`config.mk`:
```
export PLATFORM = sky130hd
export DESIGN_NAME = tff_counter
export DESIGN_NICKNAME = d
export VERILOG_FILES = /design/src/rtl/tff_pkg.sv /design/src/rtl/tff_cell.sv /design/src/rtl/tff_counter.sv
export SDC_FILE = /design/constraint.sdc
export NUM_CORES = 1
export LEC_CHECK = 0
export CELL_PAD_IN_SITES_DETAIL_PLACEMENT = 2
export CELL_PAD_IN_SITES_GLOBAL_PLACEMENT = 2
export CORE_ASPECT_RATIO = 0.8
export CORE_UTILIZATION = 24
export CTS_CLUSTER_SIZE = 16
export DETAILED_ROUTE_END_ITERATION = 16
export GPL_TIMING_DRIVEN = 1
export HOLD_SLACK_MARGIN = 0.1
export PLACE_DENSITY_LB_ADDON = 0.1
export SETUP_SLACK_MARGIN = 0.1
export SYNTH_ARGS = -nofsm -noshare
export SYNTH_HDL_FRONTEND = slang
export SYNTH_SLANG_ARGS = --single-unit
```
`constraint.sdc`:
```
create_clock -name clk -period 2.5 [get_ports clk]
set_input_delay 0.25 -clock clk [delete_from_list [all_inputs] [get_ports clk]]
set_output_delay 0.25 -clock clk [all_outputs]
set_load 0.02 [all_outputs]
```
`src/rtl/tff_pkg.sv`:
```
// Shared constants and types for the toggle-flop based modulo up/down counter.
package tff_pkg;

    localparam logic DIR_UP   = 1'b1;
    localparam logic DIR_DOWN = 1'b0;

    localparam int     TFF_WIDTH_DEFAULT = 4;
    localparam longint TFF_MOD_DEFAULT   = 16;

    // What the counter does on the coming edge, reset aside.
    typedef enum logic [1:0] {
        STEP_HOLD = 2'd0,
        STEP_LOAD = 2'd1,
        STEP_INC  = 2'd2,
        STEP_DEC  = 2'd3
    } step_e;

endpackage

```
`src/rtl/tff_cell.sv`:
```
// Single T flip-flop: toggles on a rising clk edge when t=1, synchronous
// active-high reset to 0. Holds no count logic of its own.
module tff_cell (
    input  logic clk,
    input  logic rst,
    input  logic t,
    output logic q
);

    always_ff @(posedge clk) begin
        if (rst) begin
            q <= 1'b0;
        end else if (t) begin
            q <= ~q;
        end
    end

endmodule

```
`src/rtl/tff_counter.sv`:
```
// Modulo-MOD up/down counter with clamped parallel load, built from one
// toggle cell per bit. Define TFF_COUNTER_SAT_EN to saturate instead of wrap.
module tff_counter
    import tff_pkg::*;
#(
    parameter int     WIDTH = TFF_WIDTH_DEFAULT,
    parameter longint MOD   = TFF_MOD_DEFAULT
) (
    input  logic             clk,
    input  logic             rst,
    input  logic             en,
    input  logic             up,
    input  logic             load,
    input  logic [WIDTH-1:0] load_val,
    output logic [WIDTH-1:0] q,
    output logic             tc,
    output logic             wrap
);

    localparam logic [WIDTH-1:0] MAX_Q = WIDTH'(MOD - 1);

`ifdef TFF_COUNTER_SAT_EN
    localparam logic SAT = 1'b1;
`else
    localparam logic SAT = 1'b0;
`endif

    step_e            step;
    logic             at_max;
    logic             at_zero;
    logic [WIDTH-1:0] load_clamped;
    logic [WIDTH-1:0] q_next;
    logic [WIDTH-1:0] t;
    logic             wrap_next;

    assign at_max  = (q == MAX_Q);
    assign at_zero = (q == '0);

    // The modulus never exceeds 2**WIDTH, so "load_val >= MOD" is the same
    // as "load_val > MOD-1" and needs no wider comparison.
    assign load_clamped = (load_val > MAX_Q) ? MAX_Q : load_val;

    always_comb begin
        step = STEP_HOLD;
        if (load) begin
            step = STEP_LOAD;
        end else if (en) begin
            step = (up == DIR_UP) ? STEP_INC : STEP_DEC;
        end
    end

    always_comb begin
        q_next    = q;
        wrap_next = 1'b0;
        case (step)
            STEP_LOAD: q_next = load_clamped;
            STEP_INC: begin
                if (at_max) begin
                    q_next    = SAT ? MAX_Q : '0;
                    wrap_next = ~SAT;
                end else begin
                    q_next = q + WIDTH'(1);
                end
            end
            STEP_DEC: begin
                if (at_zero) begin
                    q_next    = SAT ? '0 : MAX_Q;
                    wrap_next = ~SAT;
                end else begin
                    q_next = q - WIDTH'(1);
                end
            end
            default: q_next = q;
        endcase
    end

    // A bit's cell toggles only when that bit actually changes.
    assign t = q ^ q_next;

    for (genvar i = 0; i < WIDTH; i++) begin : g_bit
        tff_cell u_cell (
            .clk (clk),
            .rst (rst),
            .t   (t[i]),
            .q   (q[i])
        );
    end

    always_ff @(posedge clk) begin
        if (rst) begin
            wrap <= 1'b0;
        end else begin
            wrap <= wrap_next;
        end
    end

    assign tc = (up == DIR_UP) ? at_max : at_zero;

endmodule

```
== Word-level counts from Yosys, hierarchy flattened ==
Cells that the tools add are included.
Widths: inputs -> output; s select.

* Output and inout bits: 6
* Bits in registers: 5
* Logic and storage cells: 29

* Muxes and demuxes: 11
* Eq/ne operators: 4
* Magnitude comparators: 1
* Bitwise operators: 5
* $add $sub $neg: 2
* Reduce and logical (&&, ||, !) cells: 1

{| class="wikitable"
|+ Operator list
! operator !! number
|-
| $mux 4 || 3
|-
| $pmux 4 s3 || 1
|-
| $add 4x1->4 const B || 1
|-
| $eq 2x2->1 const B || 2
|-
| $eq 4x4->1 const B || 1
|-
| $gt 4x4->1 const B || 1
|-
| $logic_not 4->1 || 1
|-
| $mux 1 || 4
|-
| $mux 2 || 2
|-
| $not 1->1 || 4
|-
| $sub 4x1->4 const B || 1
|-
| $xor 4x4->4 || 1
|-
| $eq 2x1->1 const B || 1
|-
| $pmux 1 s2 || 1
|}

== Logic depth before layout (Yosys ltp) ==
Gate-level depths: netlist of the first run.

* Depth in word-level cells: 6
* Depth in mapped cells: 6

== Cells and area by module ==
A second synthesis of the first run with hierarchy kept.

* Cells, all modules: 61
* Area, all modules: 476.7 sq um

{| class="wikitable"
|+ Modules (own cells, without submodules)
! module !! instances !! sequential area each (sq um) !! area each (sq um) !! cells an instance
|-
| tff_counter || 1 || 20.0 || 346.6 || 49
|-
| tff_cell || 4 || 20.0 || 32.5 || 3
|}

== Worst setup path after synthesis of the first run ==
Ideal clock, no wire load.

* Kind: reg-to-reg
* Start point: register g_bit[0].u_cell.q
* End point: register wrap
* Period minus slack after synthesis: 1.525 ns
* Setup time: 0.061 ns
* Arrival: 1.464 ns
* Path buffers: 0
* Data required time: 2.439 ns
* Slack: 0.975 ns
* Stages on the path, launching flop included: 6
* Path through: dfxtp_1 inv_1 ha_1 or4b_4 nand2_1 and4bb_2

* Longest elaborated chain between the ends: 3

{| class="wikitable"
|+ Ends and longest elaborated chain
! what !! line !! source
|-
| start, declared || tff_cell.sv:7 || <nowiki>output logic q</nowiki>
|-
| start signal, assigned || tff_cell.sv:14 || <nowiki>q <= ~q;</nowiki>
|-
| $eq 4x4->1 / $logic_not 4->1 (equally long branches) || tff_counter.sv:36, tff_counter.sv:37 ||
|-
| $mux 1, on equally long branches || tff_counter.sv:58, tff_counter.sv:66 ||
|-
| $pmux 1 s2 (*) || tff_counter.sv:55 || <nowiki>case (step)</nowiki>
|-
| end signal, assigned || tff_counter.sv:93 || <nowiki>wrap <= wrap_next;</nowiki>
|-
| end, declared || tff_counter.sv:17 || <nowiki>output logic wrap</nowiki>
|}

Mark *: on every way between the ends. The rest lies on a longest branch, timed or not.
A chain may end at the register's enable or synchronous reset.

== Worst setup path in the final report of the first run ==
* Start point: register g_bit[1].u_cell.q
* End point: output port tc

* Longest elaborated chain between the ends: 2

{| class="wikitable"
|+ Ends and longest elaborated chain
! what !! line !! source
|-
| start, declared || tff_cell.sv:7 ||
|-
| start signal, assigned || tff_cell.sv:14 ||
|-
| $eq 4x4->1 / $logic_not 4->1 (equally long branches) || tff_counter.sv:36, tff_counter.sv:37 ||
|-
| $mux 1 (*) || tff_counter.sv:97 || <nowiki>assign tc = (up == DIR_UP) ? at_max : at_zero;</nowiki>
|-
| end, declared || tff_counter.sv:16 || <nowiki>output logic tc,</nowiki>
|}

Marks and branches as above.

==> metrics list, run 1 <==
* First drt pass iteration count: 3
* Dominant cell type by area after synthesis: sky130_fd_sc_hd__dfxtp_1
- Fraction of registers with async set or reset after synthesis: 0%
- The initial antenna violation count was 0.
* Via-to-Cell Ratio: 4.76
* Area share of the largest cell type after synthesis: about a quarter
- The final critical path takes up between 70% and 80% of the cycle.
* Via count of the first global-routing pass: 397
- Synthesis produced a netlist with a net count of 62.
* Seq cells post-synth: 5
- Die outline area: 1890 sq um
- Met2 wire len: ~440 um
- GR Util All Layers: 13.9%
* Placement Rows: 12
- For the pin with the worst max-slew slack, the measured transition is 0.331 ns.
- Clock Latency Late Sink: 0.25 ns
- CTS sink cnt: 5
* Sum of routed wire segments on met1: approximately 540 um
- Dividing the detail-routed wire length by the instance count gives 12.4 um.
- In this run the cell area of the synthesized design comes to about 410 sq um.
- Across all layers, the routed design uses 405 vias.
- Cell Chain, Critical Path: inv_1 > ha_1 > or4b_4 > nand2_1 > dlymetal6s2s_1
- Most used standard cells in the synthesized netlist: 5 x sky130_fd_sc_hd__buf_4, 5 x sky130_fd_sc_hd__dfxtp_1, 5 x sky130_fd_sc_hd__nand2_1
- Yosys attributes the largest share of cell area to sky130_fd_sc_hd__dfxtp_1 24%, sky130_fd_sc_hd__buf_4 9.1%, sky130_fd_sc_hd__ha_1 6.1%.
- Minimum clock period after layout: 1.93 ns
- Sw frac: 31.1%
- The kind of cell with the highest combined delay along the critical path is simple AND/OR/NAND/NOR gates.
- Counting the buffers created by CTS gives 3.
- FILL cells: 175
* Skew final: between 0.004 and 0.005 ns
- During synthesis, Yosys emitted a total of 0 warnings.
* Total negative slack for setup checks: 0 ns
- Proportion of synthesized chip area in sequential cells: 24.3%
* Final hold slack: 0.568 ns
- VDD sags by at most 0.223 mV.
- Combinational logic burns 31.7% of the power.
* Fraction of final layout cells sized beyond drive strength 1: around 14%
- The clock network burns 34.6% of the power.
* Power per unit of standard cell area: 494 nW/um^2
- Setup violations remaining at the end of the flow were counted as 0.
- First-pass GRT wire length: about 1.8 mm
- Category of the worst setup path launch point: flop
- # Max-Cap Violations: 0
- Summed over all cells, the static leakage comes to 0.000238 uW.
- Number of buffer and inverter stages on the critical path: 2
* Post-route DRC violation count: 0
- Unrepaired setup endpoints after global routing: false
- On the worst path, the slowest cell contributes a delay of approximately 0.47 ns.
- Number of top-level design ports: 15
- Max Clk Rate: approximately 520 MHz
- TritonCTS built the clock tree.
- The multi-input combinational cells in the finished layout cover a total of 243 sq um.
- The repair_antennas step left the layout with diodes totalling 0.
- Data on the critical path is required at its endpoint by 2.25 ns.
- Part of the power in registers: between 30% and 40%
- Arrival time at the worst endpoint: roughly 1.7 ns
- DIE WIDTH: 48.3 um
- Outcome: finished clean
* Initial Util: 27.7%
- No sink is reached through more buffers than the 2 on the longest clock path.
- The final hold violation count came to 0.
- Number of instances in the synthesized netlist: roughly 50
- Met3 wire length: 59 um
- Net count, final: 76
- Critical Path End Type: output port
* Final worst-path setup slack: 0.573 ns
- A synthesized cell averages 8.07 sq um.
- Cells fill 38.2% of the core in the end.
* Post-detailed-placement cell area: 539 sq um
- Worst slew margin relative to its limit: between 70% and 80%
- HPWL after detailed placement: ~850 um
* Total count of max-transition violations in the final report: 0
* Critical Setup Path Class: flop to output port
- CTS clock-pin slew for the worst setup and hold paths: 0.04 ns
* Internal power: roughly 190 uW
- Reported net switching power: ~87 uW
* Number of DRC violations after detailed-routing iteration 0: 5
- The congestion estimate from routability-driven global placement came to 0.723.
- Area inside the core boundary: approximately 1500 sq um
- The floorplan step set the die height to roughly 39 um.
- Htree depth: 1
* Routed WL: 1.06 mm
* Storage cell area: about 100 sq um
- Aggregate global routing overflow: 0
- Maximum number of pins on one net before global-route repair: 11
- In the synthesized netlist the dominant register cell turns out to be sky130_fd_sc_hd__dfxtp_1.
- The detail route stage leaves a number of antenna-violating nets equal to 0.
* Root cell of the clock tree: sky130_fd_sc_hd__clkbuf_4
- Along the worst path, the maximum fanout reaches 5.
- Yosys mapped a number of flops with a built-in enable equal to 0.
* Synth unique cells: 27
- The tightest min-delay check is of the input pin to flop type.
* Pre-CTS WS: roughly 0.37 ns
- During placement, the flow inserted port buffers numbering 14.
* Max Used Layer: met4
* Summed area of non-filler cells in the final layout: 568 sq um
- Buffers inserted to repair hold after CTS numbered 0.
- Layout Area Growth over Synthesis: 38.0%
* Critical-path cell with the highest stage delay: sky130_fd_sc_hd__or4b_4
[registers in the layout (all words and copies together), names as in the netlist]
signal / flops
wrap: 1
g_bit.u_cell.q: 4
[power groups by stage]
stage	clock, uW	sequential [uW]	combinational [uW]
finish	97.1	94.7	88.8
CTS	103	94.7	90.2
global placement	0	96.0	89.6
global route	108	95.8	97.5
floorplan	0	93.1	61.8
detailed placement	0	96.1	90.0
[path summary, 6_finish.rpt]
check	from	to	slack, ns	depth (start not counted)
min	load_val[1]	g_bit[1].u_cell.q$_SDFFE_PP0P_	0.57	3
min reg2reg	g_bit[1].u_cell.q$_SDFFE_PP0P_	g_bit[1].u_cell.q$_SDFFE_PP0P_	0.74	4
max reg2reg	g_bit[1].u_cell.q$_SDFFE_PP0P_	g_bit[0].u_cell.q$_SDFFE_PP0P_	0.86	6
max	g_bit[1].u_cell.q$_SDFFE_PP0P_	tc	0.57	5
[logic make-up after synthesis]
kind of cell    share of synthesized area (%)
compound gates                           19.5
xor+xnor                                 4.26
fa+ha+maj                                6.08
buf+inv                                  16.7
flops                                    24.3
mux                                      5.17
simple gates                             24.0
[final cells by class]
type / count / area share (%)
Tap cell: 21 / 4.63
Inverter: 4 / 2.64
Timing Repair Buffer: 16 / 27.8
Clock buffer: 4 / 4.63
Multi-Input combinational cell: 35 / 42.7
Sequential cell: 5 / 17.6
[routing by layer]
metal	up-vias	track usage, %
li1	204	-
met1	186	17.3
met2	13	21.1
met3	2	6.67
met4	0	4.41
met5	-	0
[through the flow]
stage / power [uW] / cells
floorplan: 155 / 51
global placement: 186 / 81
detailed placement: 186 / 81
CTS: 288 / 85
global route: 302 / 85
finish: 281 / 85
[cell usage in the layout, fill, tap and decap left out, types with 2 or more instances in the layout]
cell type,n
sky130_fd_sc_hd__nor2_1,4
sky130_fd_sc_hd__clkbuf_4,3
sky130_fd_sc_hd__nand2_1,5
sky130_fd_sc_hd__a211oi_1,2
sky130_fd_sc_hd__ha_1,2
sky130_fd_sc_hd__a21oi_1,4
sky130_fd_sc_hd__clkdlybuf4s50_1,13
sky130_fd_sc_hd__buf_4,2
sky130_fd_sc_hd__inv_1,4
sky130_fd_sc_hd__dfxtp_1,5
sky130_fd_sc_hd__o21ai_0,2
[worst reg2reg max path, stage by stage, from the launching register on]
cell	delay [ns]
sky130_fd_sc_hd__dfxtp_1	0.34
sky130_fd_sc_hd__inv_1	0.12
sky130_fd_sc_hd__ha_1	0.19
sky130_fd_sc_hd__or4b_4	0.47
sky130_fd_sc_hd__a311oi_1	0.30
sky130_fd_sc_hd__a21oi_1	0.07
sky130_fd_sc_hd__nor2_1	0.09
[repair_timing]
| action | 4_1_cts | 5_1_grt |
|---|---|---|
| resized for setup | 0 | 1 |
| endpoints found under the setup margin | 0 | 1 |
| buffers inserted | 0 | 0 |
Power figures use the tool's default switching activity.
==> run 2, diff against run 1 <==
--- a/config.mk
+++ b/config.mk
@@ -8,7 +8,7 @@
 export CELL_PAD_IN_SITES_DETAIL_PLACEMENT = 2
 export CELL_PAD_IN_SITES_GLOBAL_PLACEMENT = 2
 export CORE_ASPECT_RATIO = 0.8
-export CORE_UTILIZATION = 24
+export CORE_UTILIZATION = 20
 export CTS_CLUSTER_SIZE = 16
 export DETAILED_ROUTE_END_ITERATION = 16
 export GPL_TIMING_DRIVEN = 1
==> constraint.sdc (replaced) <==
create_clock -name clk -period 1.65 [get_ports clk]
set_input_delay 0.165 -clock clk [delete_from_list [all_inputs] [get_ports clk]]
set_output_delay 0.165 -clock clk [all_outputs]
set_load 0.02 [all_outputs]
==> run 2 against run 1 <==
  * Global-route usage grew 0.16 points
  * Critical path depth is the same
  * Clock skew down 0.0010 ns
  * Highest routed layer is now met3
  * Non-clock buffer count grew 12
  * Largest power group is now combinational cells
  * Critical path type unchanged
  * Worst hold slack got worse by 0.070 ns
  * Largest cell class unchanged
==> metrics list, run 2 (synthesis results as in run 1) <==
* Leading cell types in the layout, fill and taps excluded: 14 x sky130_fd_sc_hd__buf_4, 12 x sky130_fd_sc_hd__clkdlybuf4s50_1, 4 x sky130_fd_sc_hd__nand2_1, 4 x sky130_fd_sc_hd__nor2_1
- HPWL after detailed placement: 1.06 mm (+25%)
- The post-placement setup slack was -0.312 ns (-0.686 ns).
* Arrival time at the worst endpoint: 1.43 ns (-0.25 ns)
- Static leakage power: 0.000299 uW (+26%)
- The initial antenna violation count came to 0 (unchanged).
- The clock insertion delay at the later pin of the skew report came to 0.24 ns (about the same).
- The number of buffers added by the clock tree synthesis step was 3 (unchanged).
- The count of buffering cells on the critical path with inverters included was 2 (unchanged).
* Total count of max-transition violations in the final report: 0 (unchanged)
- The total I/O pin count came to 15 (unchanged).
- Maximum number of pins on one net before global-route repair: 10 (-1)
- # Max-Cap Violations: 0 (unchanged)
* Aggregate global routing overflow: 0 (unchanged)
- The initial core utilization was 21.6% (-6.1 points).
- Root cell of the clock tree: sky130_fd_sc_hd__clkbuf_4
* Most common cell after layout, fill and taps aside: sky130_fd_sc_hd__buf_4
- The maximum VDD drop came to 0.269 mV (+21%).
- The run finished with clean final reports.
* Worst slew margin relative to its limit: 77.3% (-0.64 points)
* Number of setup violations in the final report: 0 (unchanged)
- Critical-path cell with the highest stage delay: sky130_fd_sc_hd__or4b_4
- Vias: 462 (+14%)
- Area inside the core boundary: 1910 sq um (+28%)
- The worst path in the final design needs a cycle of 1.59 ns, including I/O delays and setup.
* TritonCTS clock tree: yes
- Hold Vio Cnt, Final: 0 (unchanged)
* Flip-flop count of the largest register, all copies and words added: 4 (unchanged)
- Grouping stages by cell kind, the critical path spends the most delay in simple AND/OR/NAND/NOR gates.
- The maximum fanout encountered on the critical timing path came to 2 (-3).
- Vert. Die Dim: 42.6 um (+9.1%)
- Largest Register: g_bit.u_cell.q
- Cell Chain, Critical Path: inv_2 > ha_4 > or4b_4 > nand2_4 > buf_6
* Post-route fraction of the period consumed by the critical path: 96.4%
- The number of antenna-violating nets in the routed design is 0 (unchanged).
- The post-route worst setup slack came to 0.0599 ns (-0.513 ns).
- The number of input and output port buffers inserted came to 14 (unchanged).
- Via count of the first global-routing pass: 483 (+22%)
- The final routed DRC violation total came to 0 (unchanged).
- Skew final: 0.00393 ns (-0.00102 ns)
- The full die area is 2240 sq um (+19%).
* Category of the worst setup path launch point: flop
- CTS sink cnt: 5 (unchanged)
* Htree depth: 1 (unchanged)
- Max incr delay on CP: 0.47 ns (about the same)
- Required arrival time at the worst endpoint: 1.48 ns (-0.77 ns)
- The wire length of the first global-routing pass is 2.29 mm (+25%).
* Largest registers in the final layout: g_bit.u_cell.q x4, wrap x1
* Number of buffers on the longest clock path: 2 (unchanged)
* Via-to-Cell Ratio: 4.62 (-3.0%)
* GR Util All Layers: 14.0% (+0.16 points)
- WL per Instance: 14.0 um (+13%)
- The count of fill cells added during filler insertion came to 214 (+22%).
- The fraction of final layout cells sized beyond drive strength 1 came to 39.5% (+25 points).
- Placed cell count: 91 (+12%)
- Worst min path class: input pin to flop
* Layout Area Growth over Synthesis: 68.7%
* Filler-free cell count of the finished design: 100 (+18%)
- Power per unit of standard cell area: 671 nW/um^2 (+36%)
- The slew at the pin with the worst max-slew slack is 0.340 ns (+0.00898 ns).
- The number of optimization iterations in the first detailed-route pass was 4 (+1).
- Final weighted congestion of routability-driven global placement: 0.726 (+0.44%)
* Routed WL: 1.40 mm (+33%)
- Setup repair after global routing could not meet its margin everywhere.
- Critical Path End Type: output port
- Placement Rows: 14 (+2)
- The sum of internal, switching and leakage power came to 466 uW (+66%).
- CTS clock-pin slew for the worst setup and hold paths: 0.04 ns (about the same)
- The worst setup path is of the flop to output port kind.
- The number of DRC markers in iteration 0 came to 5 (unchanged).
* DIE WIDTH: 52.7 um (+9.1%)
- Net count, final: 88 (+16%)
- Static timing analysis puts the maximum clock frequency at roughly 630 MHz.
* Antenna diode instance count: 0 (unchanged)
-- run 2: changes by cell type in the layout (fill, tap and decap cells not counted), moves of 2 or more --
| cell | previous run | this run |
|---|---|---|
| sky130_fd_sc_hd__buf_4 | 2 | 14 |
| sky130_fd_sc_hd__dfxtp_1 | 5 | 3 |
| sky130_fd_sc_hd__dfxtp_2 | 0 | 2 |
| sky130_fd_sc_hd__inv_1 | 4 | 2 |
| sky130_fd_sc_hd__inv_2 | 0 | 2 |
-- run 2: per-layer routing --
| metal | vias up | part of all wire [%] | GRT usage [%] |
|---|---|---|---|
| li1 | 231 | - | - |
| met1 | 220 | 49 | 19.0 |
| met2 | 11 | 47 | 22.3 |
| met3 | 0 | 3.3 | 4.35 |
| met4 | 0 | 0 | 1.58 |
| met5 | - | 0 | 0 |
-- run 2: layout make-up --
| class | instances | area (sq um) | area share, % |
|---|---|---|---|
| multi-input combinational | 35 | 272 | 39.1 |
| clock buffer | 4 | 26.3 | 3.78 |
| timing repair buffer | 28 | 249 | 35.9 |
| tap | 24 | 30.0 | 4.32 |
| inverter | 4 | 15.0 | 2.16 |
| sequential | 5 | 103 | 14.8 |
-- run 2: report_power, final --
part           switching (uW)  internal [uW]
registers                6.17            131
logic                    88.3            104
clock network            45.1           91.1
total                     140            326
-- run 2: final timing paths --
path              slack, ns                            from  cells after the start                              to
hold / removal         0.50                     load_val[1]                      3  g_bit[1].u_cell.q$_SDFFE_PP0P_
setup / recovery       0.06  g_bit[1].u_cell.q$_SDFFE_PP0P_                      5                              tc
setup reg to reg       0.08  g_bit[0].u_cell.q$_SDFFE_PP0P_                      7  g_bit[0].u_cell.q$_SDFFE_PP0P_
hold reg to reg        0.76  g_bit[3].u_cell.q$_SDFFE_PP0P_                      4  g_bit[0].u_cell.q$_SDFFE_PP0P_
-- run 2: worst reg2reg max path, stage by stage (launching register included) --
cell	delay [ns]
sky130_fd_sc_hd__dfxtp_2	0.32
sky130_fd_sc_hd__buf_4	0.15
sky130_fd_sc_hd__ha_1	0.21
sky130_fd_sc_hd__buf_4	0.14
sky130_fd_sc_hd__a41o_2	0.25
sky130_fd_sc_hd__a311oi_1	0.26
sky130_fd_sc_hd__a21oi_1	0.07
sky130_fd_sc_hd__nor2_1	0.09
-- run 2: timing repair --
item / in CTS / in global routing
setup endpoints to repair: 3 / 5
hold buffers: 0 / 0
pin swaps: 3 / 1
resized for setup: 13 / 4
buffers inserted: 3 / 2
-- run 2: per-stage QoR --
stage	TNS, ns	area [sq um]	utilization [%]	hold slack (ns)
6_report	0	694	36.4	0.499
5_1_grt	-0.00448	694	36.4	0.511
4_1_cts	0	663	34.7	0.489
3_5_place_dp	-0.317	596	31.2	0.747
3_3_place_gp	-0.313	596	31.2	0.729
2_1_floorplan	0	412	-	0.234
